<file path="src/rtl/fft_pkg.sv">
// Shared types and constants for the FFT address/control sequencer.
package fft_pkg;

  typedef enum logic [1:0] {
    IDLE,
    RUN,
    DRAIN,
    DONE
  } fft_seq_state_t;

  localparam int unsigned CTRL_W       = 2;
  localparam int unsigned CTRL_SOF_BIT = 0;
  localparam int unsigned CTRL_EOF_BIT = 1;
  localparam int unsigned FFT_STAGE_W  = 4;

endpackage

</file>
<file path="src/rtl/fft_twiddle_addr.sv">
// Constant-geometry DIF twiddle index: low s bits of the pair index are cleared.
module fft_twiddle_addr
  import fft_pkg::*;
#(
  parameter int unsigned FFT_N = 10
) (
  input  logic [FFT_N-2:0]       k_i,
  input  logic [FFT_STAGE_W-1:0] stage_i,
  output logic [FFT_N-2:0]       tw_addr_c_o
);

  assign tw_addr_c_o = (k_i >> stage_i) << stage_i;

endmodule

</file>
<file path="src/rtl/fft_index_gen.sv">
// Butterfly address/control sequencer: walks FFT_N radix-2 stages with a drain gap after each.
// Optional stall input enabled by defining FFT_INDEX_GEN_HOLD_EN.
module fft_index_gen
  import fft_pkg::*;
#(
  parameter int unsigned FFT_N     = 10,
  parameter int unsigned DRAIN_CYC = 6
) (
  input  logic                   clk_i,
  input  logic                   rst_i,
  input  logic                   start_i,
  input  logic                   hold_i,
  output logic                   busy_o,
  output logic                   done_o,
  output logic                   act_o,
  output logic [CTRL_W-1:0]      ctrl_o,
  output logic [FFT_N-2:0]       mem_addr_o,
  output logic [FFT_N-2:0]       tw_addr_o,
  output logic                   even_odd_o,
  output logic [FFT_STAGE_W-1:0] stage_o
);

  localparam int unsigned AW = FFT_N - 1;
  localparam int unsigned DW = $clog2(DRAIN_CYC + 1);
  localparam logic [AW-1:0]          K_LAST = '1;
  localparam logic [DW-1:0]          D_LAST = DW'(DRAIN_CYC - 1);
  localparam logic [FFT_STAGE_W-1:0] S_LAST = FFT_STAGE_W'(FFT_N - 1);

  fft_seq_state_t state_q, state_d;
  logic [AW-1:0]          k_q, k_d;
  logic [DW-1:0]          drain_q, drain_d;
  logic [FFT_STAGE_W-1:0] s_q, s_d;

  logic                   busy_q, busy_d;
  logic                   done_q, done_d;
  logic                   act_q, act_d;
  logic [CTRL_W-1:0]      ctrl_q, ctrl_d;
  logic [AW-1:0]          mem_q, mem_d;
  logic [AW-1:0]          tw_q, tw_d;
  logic [FFT_STAGE_W-1:0] so_q, so_d;
  logic                   eo_q, eo_d;

  logic                   stall_c;
  logic                   beat_c;
  logic [AW-1:0]          tw_c;

`ifdef FFT_INDEX_GEN_HOLD_EN
  assign stall_c = hold_i;
`else
  logic unused_hold_c;
  assign unused_hold_c = hold_i;
  assign stall_c       = 1'b0;
`endif

  assign beat_c = (state_q == RUN) && !stall_c;

  fft_twiddle_addr #(
    .FFT_N(FFT_N)
  ) u_twiddle (
    .k_i         (k_q),
    .stage_i     (s_q),
    .tw_addr_c_o (tw_c)
  );

  // Next-state and next-output logic; outputs lag the sequencer state by one cycle.
  always_comb begin
    state_d = state_q;
    k_d     = k_q;
    drain_d = drain_q;
    s_d     = s_q;
    busy_d  = (state_q == RUN) || (state_q == DRAIN);
    done_d  = (state_q == DONE);
    act_d   = beat_c;
    ctrl_d  = '0;
    mem_d   = mem_q;
    tw_d    = tw_q;
    so_d    = so_q;
    eo_d    = eo_q;

    unique case (state_q)
      IDLE: begin
        if (start_i) begin
          state_d = RUN;
          k_d     = '0;
          drain_d = '0;
          s_d     = '0;
        end
      end
      RUN: begin
        if (!stall_c) begin
          if (k_q == K_LAST) begin
            state_d = DRAIN;
            drain_d = '0;
          end else begin
            k_d = k_q + AW'(1);
          end
        end
      end
      DRAIN: begin
        if (drain_q == D_LAST) begin
          drain_d = '0;
          if (s_q == S_LAST) begin
            state_d = DONE;
          end else begin
            state_d = RUN;
            s_d     = s_q + FFT_STAGE_W'(1);
            k_d     = '0;
          end
        end else begin
          drain_d = drain_q + DW'(1);
        end
      end
      DONE: begin
        state_d = IDLE;
      end
      default: begin
        state_d = IDLE;
      end
    endcase

    // Address/stage outputs only move on an issued beat so they hold through drain and stalls.
    if (beat_c) begin
      ctrl_d[CTRL_SOF_BIT] = (s_q == '0) && (k_q == '0);
      ctrl_d[CTRL_EOF_BIT] = (s_q == S_LAST) && (k_q == K_LAST);
      mem_d                = k_q;
      tw_d                 = tw_c;
      so_d                 = s_q;
      eo_d                 = s_q[0];
    end
  end

  always_ff @(posedge clk_i) begin
    if (rst_i) begin
      state_q <= IDLE;
      k_q     <= '0;
      drain_q <= '0;
      s_q     <= '0;
      busy_q  <= 1'b0;
      done_q  <= 1'b0;
      act_q   <= 1'b0;
      ctrl_q  <= '0;
      mem_q   <= '0;
      tw_q    <= '0;
      so_q    <= '0;
      eo_q    <= 1'b0;
    end else begin
      state_q <= state_d;
      k_q     <= k_d;
      drain_q <= drain_d;
      s_q     <= s_d;
      busy_q  <= busy_d;
      done_q  <= done_d;
      act_q   <= act_d;
      ctrl_q  <= ctrl_d;
      mem_q   <= mem_d;
      tw_q    <= tw_d;
      so_q    <= so_d;
      eo_q    <= eo_d;
    end
  end

  assign busy_o     = busy_q;
  assign done_o     = done_q;
  assign act_o      = act_q;
  assign ctrl_o     = ctrl_q;
  assign mem_addr_o = mem_q;
  assign tw_addr_o  = tw_q;
  assign even_odd_o = eo_q;
  assign stage_o    = so_q;

endmodule

</file>
<file path="config.mk">
export PLATFORM = sky130hd
export DESIGN_NAME = fft_index_gen
export DESIGN_NICKNAME = d
export VERILOG_FILES = /design/src/rtl/fft_pkg.sv /design/src/rtl/fft_twiddle_addr.sv /design/src/rtl/fft_index_gen.sv
export SDC_FILE = /design/constraint.sdc
export NUM_CORES = 1
export LEC_CHECK = 0
export CAP_MARGIN = 20
export CORE_UTILIZATION = 55
export CTS_CLUSTER_SIZE = 40
export DETAILED_ROUTE_END_ITERATION = 10
export GPL_TIMING_DRIVEN = 0
export PLACE_DENSITY = 0.86
export REMOVE_ABC_BUFFERS = 1
export SLEW_MARGIN = 10
export SYNTH_ARGS = -nofsm -noshare
export SYNTH_HDL_FRONTEND = slang
export SYNTH_SLANG_ARGS = --single-unit
export TNS_END_PERCENT = 100
</file>
<file path="constraint.sdc">
create_clock -name clk_i -period 3.6 [get_ports clk_i]
set_input_delay 0.72 -clock clk_i [delete_from_list [all_inputs] [get_ports clk_i]]
set_output_delay 0.72 -clock clk_i [all_outputs]
set_load 0.1 [all_outputs]
</file>
; ---- Word-level counts from Yosys, hierarchy flattened
; Index checks and enable logic that the tools add are counted.
[word_totals]
reg_bits = 46
in_bits = 4
elab_cells = 60
[op_classes]
add_sub_neg = 3
eq_ne = 11
shifts = 2
n_mux = 18
bitwise = 1
n_reduce_logical = 13
[op_table]
columns = cell, n
row1 = $mux W9, 4
row2 = $pmux W9 S3, 1
row3 = $mux W4, 3
row4 = $add A9 B1 Y9 const B, 1
row5 = $eq A9 B9 Y1 const B, 1
row6 = $logic_not A9 Y1, 1
row7 = $mux W3, 3
row8 = $pmux W3 S3, 1
row9 = $shl A9 B4 Y9, 1
row10 = $shr A9 B4 Y9, 1
row11 = $mux W2, 4
row12 = $pmux W2 S4, 1
row13 = $pmux W4 S2, 1
row14 = $ne A2 B2 Y1 const B, 3
row15 = $reduce_and A3 Y1, 2
row16 = $reduce_and A5 Y1, 1
row17 = $add A4 B1 Y4 const B, 1
row18 = $eq A2 B2 Y1 const B, 2
row19 = $eq A4 B4 Y1 const B, 1
row20 = $logic_not A4 Y1, 1
row21 = $ne A2 B1 Y1 const B, 2
row22 = $reduce_and A4 Y1, 1
row23 = $add A3 B1 Y3 const B, 1
row24 = $eq A3 B3 Y1 const B, 1
row25 = 8 further kinds, 9

; ---- Logic depth before layout (Yosys ltp)
; Gate-level depths: netlist (run 1).
[logic_depth]
depth_word = 4
mapped_depth = 8
depth_no_buf = 8

; ---- By module
; A second synthesis (run 1) with hierarchy kept.
[unflattened]
hier_cells = 267
hier_area_um2 = 2466.1
[modules_own_cells]
columns = module, n_inst, cells_each, area_per_inst_um2
row1 = fft_index_gen, 1, 213, 2074.5
row2 = fft_twiddle_addr, 1, 54, 391.6

; ---- Worst setup path after synthesis (run 1)
; No wires, ideal clock.
[synth_path]
path_kind = register to register
from = register k_q[4]
to = register drain_q[2]
setup_ps = 70
arrival_time_ps = 2070
t_required_ps = 3530
path_slack_ps = 1459
path_stages_with_launch = 9
path_buffers = 1
cell_sequence = dfxtp_1 clkbuf_1 nand4_1 nor2_1 ha_1 nor2b_4 or3_4 or4_1 a21oi_1
[synth_via]
elab_chain_len = 3
[synth_lines]
columns = item, line_no
row1 = start: declaration, fft_index_gen.sv:30  ; logic [AW-1:0] k_q, k_d;
row2 = start signal: assignment, fft_index_gen.sv:148  ; k_q <= k_d;
row3 = $eq A9 B9 Y1, fft_index_gen.sv:91  ; if (k_q == K_LAST) begin
row4 = $ne A2 B1 Y1 (no line), --
row5 = $reduce_and A3 Y1 (no line), --
row6 = end signal: assignment, fft_index_gen.sv:149  ; drain_q <= drain_d;
row7 = end: declaration, fft_index_gen.sv:31  ; logic [DW-1:0] drain_q, drain_d;
; No other way between the ends.
; A chain may end at the register's enable or synchronous reset.

; ---- Worst setup path in the final report (run 1)
[layout_path]
from = register so_q[0] (netlist: stage_o[0])
to = output stage_o[0]
[layout_rtl]
columns = item, line_no
row1 = start: declaration, fft_index_gen.sv:40  ; logic [FFT_STAGE_W-1:0] so_q, so_d;
row2 = start signal: assignment, fft_index_gen.sv:144  ; so_q <= '0;
row3 = start signal: assignment, fft_index_gen.sv:157  ; so_q <= so_d;
row4 = end: declaration, fft_index_gen.sv:20  ; output logic [FFT_STAGE_W-1:0] stage_o
; No word-level cell between the ends.

==> results of run 1 <==
==> synth_stat cells, types with 3 or more instances <==
cell type,n
sky130_fd_sc_hd__o21ai_0,19
sky130_fd_sc_hd__nor4_1,6
sky130_fd_sc_hd__nand4_1,8
sky130_fd_sc_hd__nand2_1,14
sky130_fd_sc_hd__dfxtp_1,45
sky130_fd_sc_hd__nor3_1,5
sky130_fd_sc_hd__a31oi_1,10
sky130_fd_sc_hd__a21o_1,3
sky130_fd_sc_hd__mux2i_1,18
sky130_fd_sc_hd__nor2_1,25
sky130_fd_sc_hd__a211oi_1,3
sky130_fd_sc_hd__a21oi_1,15
sky130_fd_sc_hd__clkbuf_1,19
sky130_fd_sc_hd__ha_1,11
sky130_fd_sc_hd__nand3_1,15
sky130_fd_sc_hd__inv_1,9
sky130_fd_sc_hd__nor2b_1,8
sky130_fd_sc_hd__or4_1,3
sky130_fd_sc_hd__o211ai_1,3
==> worst paths after layout <==
check / end / slack [ps]
setup / recovery: stage_o[0] / 1090
setup reg to reg: k_q[2] / 1210
hold reg to reg: tw_addr_o[3] / 460
hold / removal: tw_addr_o[3] / 460
==> cell usage in the layout, fill, tap and decap left out, types with 2 or more instances in the layout <==
cell	count
sky130_fd_sc_hd__ha_1	10
sky130_fd_sc_hd__a21o_1	3
sky130_fd_sc_hd__nor4bb_1	2
sky130_fd_sc_hd__nor2_1	25
sky130_fd_sc_hd__mux2_2	2
sky130_fd_sc_hd__nor4_1	6
sky130_fd_sc_hd__nand4_1	8
sky130_fd_sc_hd__inv_1	9
sky130_fd_sc_hd__nor3_1	5
sky130_fd_sc_hd__nand3_1	15
sky130_fd_sc_hd__nor2b_1	8
sky130_fd_sc_hd__nand2_1	14
sky130_fd_sc_hd__a211o_1	2
sky130_fd_sc_hd__a21oi_1	15
sky130_fd_sc_hd__a211oi_1	2
sky130_fd_sc_hd__mux2i_1	18
sky130_fd_sc_hd__dfxtp_1	45
sky130_fd_sc_hd__o211ai_1	3
sky130_fd_sc_hd__clkdlybuf4s50_1	29
sky130_fd_sc_hd__o21ai_0	19
sky130_fd_sc_hd__a31oi_1	10
sky130_fd_sc_hd__clkbuf_8	5
sky130_fd_sc_hd__or4_1	3
==> metal layers <==
metal,up-vias,part of all wire [%],global-route usage [%]
met2,74,45,34.72
li1,998,-,-
met1,926,47,31.44
met5,-,0,0
met4,0,1.5,11.44
met3,7,6.7,5.822
==> sequential cells by signal, summed over array words and instances (netlist names) <==
| signal | cells |
|---|---|
| done_o | 1 |
| ctrl_o | 2 |
| act_o | 1 |
| busy_o | 1 |
| s_q | 4 |
| mem_addr_o | 9 |
| tw_addr_o | 9 |
| stage_o | 4 |
| state_q | 2 |
| drain_q | 3 |
| k_q | 9 |
==> stage by stage <==
| step | worst slack (ps) | instances | power, W | hold slack (ps) |
|---|---|---|---|---|
| floorplan | 1240 | 244 | 0.0009953 | 466.1 |
| global placement | 367.4 | 324 | 0.001121 | 434.2 |
| detailed placement | 1133 | 324 | 0.001122 | 446.4 |
| CTS | 1070 | 330 | 0.001405 | 464.2 |
| global route | 1041 | 330 | 0.001473 | 483.4 |
| finish | 1090 | 330 | 0.001400 | 456.2 |
==> power groups by stage <==
stage / Combinational, W / Sequential (W) / Clock (W)
after CTS: 0.000549 / 0.000563 / 0.000293
after detailed placement: 0.000548 / 0.000574 / 0
after global placement: 0.000550 / 0.000571 / 0
final: 0.000553 / 0.000563 / 0.000284
after global routing: 0.000596 / 0.000567 / 0.000310
after floorplan: 0.000297 / 0.000699 / 0
==> area by class of cell <==
type | instances | area [um^2]
clock inverters | 1 | 5.005
clock buffers | 5 | 68.82
flip-flops and latches | 45 | 900.9
multi-input cells | 190 | 1265
fillers | 355 | 1369
well taps | 50 | 62.56
inverters | 9 | 33.78
repair buffers | 30 | 295.3
==> kinds of logic after synthesis <==
kind of cell / after synthesis / share of synthesized area [%]
flip-flops: 45 / 39.24
AND/OR/NAND/NOR: 96 / 23.11
AO/OA/AOI/OAI: 63 / 16.84
buffers and inverters: 33 / 5.994
adder cells (fa/ha/maj): 11 / 5.994
multiplexers: 20 / 8.828
==> results.md, run 1 <==
| Result | Value | Unit |
|---|---|---|
| Run status | finished, final reports clean | - |
| Number of DRC markers in iteration 0 | 200 | - |
| Library cell with the largest summed area after synthesis | sky130_fd_sc_hd__dfxtp_1 | - |
| Number of cell rows | 23 | - |
| Worst Tran Pin Value | 968.2 | ps |
| Max Clock Skew | 6.728 | ps |
| Arr. time, crit path | 1790 | ps |
| Total GRT Usage | 23.46 | % |
| Cell count after synthesis | 268 | - |
| Worst path top cell family by delay | buffers and inverters | - |
| Quantity of gates resized following cts | 0 | - |
| Maximum number of pins on one net before global-route repair | 46 | - |
| I/O Pins | 32 | - |
| Global-route wire length before repair | 7969 | um |
| Proportion of power drawn by the clock network | 20.3 | % |
| Top flip-flop cell by instance count after synthesis | sky130_fd_sc_hd__dfxtp_1 | - |
| Clock transition at the register clock pins on the worst setup and hold paths after CTS | 80 | ps |
| Area added between synthesis and finish | 14.60 | % |
| Number of hold-repair buffers added at the cts stage | 0 | - |
| Clock insertion delay at the later pin of the skew report | 300 | ps |
| EDFF count, synth | 0 | - |
| CTS tree | yes | - |
| Routability cong. | 0.8824 | - |
| Top post-synthesis cells by area | sky130_fd_sc_hd__dfxtp_1, sky130_fd_sc_hd__mux2i_1, sky130_fd_sc_hd__ha_1, sky130_fd_sc_hd__o21ai_0, sky130_fd_sc_hd__nor2_1 | - |
| Hold Startpoint | tw_addr_o[3] | - |
| Cell Area, Placed | 2557 | um^2 |
| Required time worst endpoint | 2880 | ps |
| Length in cells of the worst reg-to-reg path | 6 | - |
| Initial standard-cell utilization of the core | 57.40 | % |
| Core area | 4000 | um^2 |
| Internal power of the cells | 0.0008247 | W |
| WP depth | 1 | - |
| Drt via density | 6.076 | - |
| Overflow left after global routing | 0 | - |
| Finished Cell Area | 2631 | um^2 |
| Worst Setup SP | stage_o[0] | - |
| Final number of hold-violating endpoints | 0 | - |
| First-pass iteration count of the detailed router | 4 | - |
| Worst flop-to-flop path startpoint | s_q[1] | - |
| Type of the tightest min-delay check | flip-flop to flip-flop | - |
| Count of cell types in the netlist | 44 | - |
| Proportion of register bits with asynchronous set or reset after synthesis | 0 | % |
| Post-CTS setup buffer count | 0 | - |
| Max Clock Freq | 0.3984 | GHz |
| Sw frac | 41.09 | % |
| Combinational fraction of design power | 39.5 | % |
| Number of buffers on the longest clock path | 2 | - |
| Via count of the first global-routing pass | 1717 | - |
| Period utilization | 69.73 | % |
| Number of nets in the layout | 296 | - |
| Syn Area/Cell | 8.567 | um^2 |
| Clock buffers created by TritonCTS | 5 | - |
| Max-Cap Viols | 0 | - |
| Total number of clock tree sinks | 45 | - |
| Netlist Area Pre-Place | 2296 | um^2 |
| Port bufs | 30 | - |
| Hold path depth | 1 | - |
| Pleak | 0.9189 | nW |
| Clock period minus final worst setup slack | 2510 | ps |
| Net Sw Power | 0.0005753 | W |
| Setup repair after global routing missed its margin | false | - |
| Proportion of power drawn by flip-flops and latches | 40.2 | % |
| Buffer and inverter count on the worst path | 1 | - |
| Master cell of the clock root buffer | sky130_fd_sc_hd__clkbuf_8 | - |
| Level count of the clock H-tree | 2 | - |
| Slowest library cell on the worst path | sky130_fd_sc_hd__clkdlybuf4s50_1 | - |
| Sum Neg Setup Slack | 0 | ps |
| Setup violators final | 0 | - |
| Worst relative slew slack | 35.25 | % |
| Antenna diodes | 0 | - |
| Crit. End Element | output port | - |
| Horizontal die dimension | 66.61 | um |
| Number of max-slew violations in the final report | 0 | - |
| Post-route DRC | 0 | - |
| Worst IR drop on VDD | 0.0002716 | V |
| Fraction of final layout cells with drive strength greater than 1 | 5.000 | % |
| Total of flip-flops plus latches after synthesis | 45 | - |
| Fraction of the yosys area taken by sequential cells | 39.24 | % |
| Number of antenna violations at the first check in global routing | 0 | - |
| Area share of the largest cell type after synthesis | 39.24 | % |
| Post-layout utilization of the core | 65.78 | % |
| Worst path cell trace | clkdlybuf4s50_1 | - |
| Post-detailed-route wirelength per cell | 14.58 | um |
| Detailed-route via count | 2005 | - |
| WL final | 4812 | um |
| Post-detail-place hpwl | 3082 | um |
| Synth warnings | 0 | - |
| Chip height | 66.61 | um |
| Start-to-end type of the worst setup path | flip-flop to output port | - |
| Startpoint class of the critical path | flip-flop | - |
| Total power density per cell area | 532.1 | nW/um^2 |
| Stage delay of the slowest cell on the critical path | 1140 | ps |
| Floorplan die area | 4437 | um^2 |
| Maximum fanout along the worst path | 3 | - |
| DRT antenna net count | 0 | - |
Note: power is estimated with default switching activity, not from simulation.
==> run 2: changes to the inputs <==
--- a/config.mk
+++ b/config.mk
@@ -6,11 +6,11 @@
 export NUM_CORES = 1
 export LEC_CHECK = 0
 export CAP_MARGIN = 20
-export CORE_UTILIZATION = 55
+export CORE_UTILIZATION = 49
 export CTS_CLUSTER_SIZE = 40
 export DETAILED_ROUTE_END_ITERATION = 10
 export GPL_TIMING_DRIVEN = 0
-export PLACE_DENSITY = 0.86
+export PLACE_DENSITY = 0.82
 export REMOVE_ABC_BUFFERS = 1
 export SLEW_MARGIN = 10
 export SYNTH_ARGS = -nofsm -noshare
==> constraint.sdc (replaced) <==
create_clock -name clk_i -period 2 [get_ports clk_i]
set_input_delay 0.4 -clock clk_i [delete_from_list [all_inputs] [get_ports clk_i]]
set_output_delay 0.4 -clock clk_i [all_outputs]
set_load 0.1 [all_outputs]
==> results.md, run 2 (synthesis results as in run 1) <==
| Result | Value | Unit | Change |
|---|---|---|---|
| Run status | complete, but fails checks | - | was finished, final reports clean |
| Failing checks | setup timing | - |  |
| Initial standard-cell utilization of the core | 52.01 | % | was 57.40% |
| I/O Pins | 32 | - | unchanged |
| Clock transition at the register clock pins on the worst setup and hold paths after CTS | 80 | ps | about the same |
| CTS tree | yes | - | unchanged |
| Startpoint class of the critical path | flip-flop | - | unchanged |
| Cell Area, Placed | 2560 | um^2 | was 2557 um^2 |
| Post-route worst setup slack | -52.69 | ps | was 1090 ps |
| Post-detailed-route wirelength per cell | 16.79 | um | was 14.58 um |
| Top library cells by usage in the layout, fill and taps aside | sky130_fd_sc_hd__dfxtp_1, sky130_fd_sc_hd__dlygate4sd2_1, sky130_fd_sc_hd__nor2_1 | - | was sky130_fd_sc_hd__dfxtp_1, sky130_fd_sc_hd__clkdlybuf4s50_1, sky130_fd_sc_hd__nor2_1 |
| Net Sw Power | 0.001175 | W | was 0.0005753 W |
| Most common library cell in the layout ignoring fill and taps | sky130_fd_sc_hd__dfxtp_1 | - | unchanged |
| Required time worst endpoint | 2230 | ps | was 2880 ps |
| Hold_ws | 458.9 | ps | was 456.2 ps |
| Antenna diodes | 0 | - | unchanged |
| Total power | 0.002802 | W | was 0.001400 W |
| Sw frac | 41.96 | % | was 41.09% |
| Max Clock Freq | 0.4872 | GHz |  |
| Fraction of final layout cells with drive strength greater than 1 | 21.24 | % | was 5.000% |
| Period utilization | 102.6 | % |  |
| Total GRT Usage | 22.44 | % | was 23.46% |
| Global-route wire length before repair | 8983 | um | was 7969 um |
| Number of max-slew violations in the final report | 0 | - | unchanged |
| Final number of hold-violating endpoints | 0 | - | unchanged |
| DRT antenna net count | 0 | - | unchanged |
| Clock insertion delay at the later pin of the skew report | 300 | ps | about the same |
| Post-layout utilization of the core | 66.41 | % | was 65.78% |
| Number of DRC markers in iteration 0 | 367 | - | was 200 |
| Clock buffers created by TritonCTS | 5 | - | unchanged |
| Clock period minus final worst setup slack | 2053 | ps |  |
| Maximum number of pins on one net before global-route repair | 46 | - | unchanged |
| Number of cell rows | 24 | - | was 23 |
| Internal power of the cells | 0.001626 | W | was 0.0008247 W |
| Drt via density | 6.316 | - | was 6.076 |
| Max-Cap Viols | 0 | - | unchanged |
| Via count of the first global-routing pass | 1907 | - | was 1717 |
| Number of nets in the layout | 320 | - | was 296 |
| Worst Tran Pin Value | 989.5 | ps | was 968.2 ps |
| Post-route DRC | 0 | - | unchanged |
| Setup repair after global routing missed its margin | true | - | was false |
| Area added between synthesis and finish | 27.68 | % | was 14.60% |
| First-pass iteration count of the detailed router | 5 | - | was 4 |
| Level count of the clock H-tree | 2 | - | unchanged |
| Overflow left after global routing | 0 | - | unchanged |
| Post-detail-place hpwl | 3150 | um | was 3082 um |
| Max Clock Skew | 3.242 | ps | was 6.728 ps |
| Pleak | 1.197 | nW | was 0.9189 nW |
| Worst relative slew slack | 34.30 | % | was 35.25% |
| Combinational fraction of design power | 44.1 | % | was 39.5% |
| Proportion of power drawn by flip-flops and latches | 36.5 | % | was 40.2% |
| Master cell of the clock root buffer | sky130_fd_sc_hd__clkbuf_8 | - | unchanged |
| Setup violators final | 2 | - | was 0 |
| Arr. time, crit path | 2290 | ps | was 1790 ps |
| Proportion of power drawn by the clock network | 19.4 | % | was 20.3% |
| Crit. End Element | flip-flop | - | was output port |
| Register Area | 944.7 | um^2 | was 900.9 um^2 |
| Port bufs | 30 | - | unchanged |
| Total of fill cells in the finished design | 344 | - | was 355 |
| Floorplan die area | 4963 | um^2 | was 4437 um^2 |
| Multi-input combinational cell area | 1363 | um^2 | was 1265 um^2 |
| Chip height | 70.45 | um | was 66.61 um |
| Total number of clock tree sinks | 45 | - | unchanged |
| Total power density per cell area | 955.7 | nW/um^2 | was 532.1 nW/um^2 |
| Type of the tightest min-delay check | flip-flop to flip-flop | - | unchanged |
| Detailed-route via count | 2261 | - | was 2005 |
| Core area | 4414 | um^2 | was 4000 um^2 |
| Start-to-end type of the worst setup path | flip-flop to flip-flop | - | was flip-flop to output port |
| Finished Cell Area | 2932 | um^2 | was 2631 um^2 |
| Maximum fanout along the worst path | 6 | - | was 3 |
| Number of antenna violations at the first check in global routing | 0 | - | unchanged |
| Number of buffers on the longest clock path | 2 | - | unchanged |
| Worst IR drop on VDD | 0.0005763 | V | was 0.0002716 V |
| Horizontal die dimension | 70.45 | um | was 66.61 um |
| WL final | 6011 | um | was 4812 um |
| Routability cong. | 0.8838 | - | was 0.8824 |
run 2: power by group through the flow:
stage | clock (W) | sequential (W) | combinational, W
floorplan | 0 | 0.00126 | 0.000534
global placement | 0 | 0.00103 | 0.000991
detailed placement | 0 | 0.00103 | 0.00100
CTS | 0.000547 | 0.00101 | 0.00111
global route | 0.000583 | 0.00103 | 0.00131
finish | 0.000543 | 0.00102 | 0.00124
run 2: per-layer routing:
metal	global-route usage [%]	wire, um	share of wire, %	vias up
met2	33.33	2744	46	141
met3	4.329	516	8.6	28
met1	30.67	2544	42	1051
met4	11.56	206	3.4	0
met5	0	0	0	-
li1	-	-	-	1041
run 2: what timing repair did:
| item | in CTS | in global routing |
|---|---|---|
| setup endpoints to repair | 55 | 14 |
| resized for setup | 62 | 13 |
| endpoints found under the hold margin | 0 | 0 |
| buffers inserted | 8 | 15 |
| hold buffers | 0 | 0 |
| pin swaps | 6 | 5 |
run 2: worst max-delay path, cell delays in order, from the launching register on:
cell                      delay (ps)
sky130_fd_sc_hd__dfxtp_4         380
sky130_fd_sc_hd__nand4_1         180
sky130_fd_sc_hd__nor2_2          200
sky130_fd_sc_hd__ha_2            240
sky130_fd_sc_hd__nor2b_4          50
sky130_fd_sc_hd__or3_4           340
sky130_fd_sc_hd__or4_4           490
sky130_fd_sc_hd__a21oi_2         110
run 2: layout make-up:
class / count / area share, %
multi-input cells: 190 / 46.48
flip-flops and latches: 45 / 32.22
repair buffers: 54 / 15.19
clock buffers: 8 / 2.732
well taps: 52 / 2.219
inverters: 9 / 1.152
run 2: metrics by stage:
stage	TNS, ps	cells	setup slack, ps
4_1_cts	0	343	3.306
5_1_grt	-281.1	358	-124.3
3_3_place_gp	-24830	326	-1024
2_1_floorplan	-3315	244	-360.2
6_report	-75.08	358	-52.69
3_5_place_dp	-6316	327	-527.6
run 2: path summary, 6_finish.rpt:
| path | slack, ps | startpoint | to | depth (start not counted) |
|---|---|---|---|---|
| worst max register to register | -50 | k_q[5] | drain_q[2] | 7 |
| worst min-delay path | 460 | tw_addr_o[3] | tw_addr_o[3] | 1 |
| worst max-delay path | -50 | k_q[5] | drain_q[2] | 7 |
| worst min register to register | 460 | tw_addr_o[3] | tw_addr_o[3] | 1 |
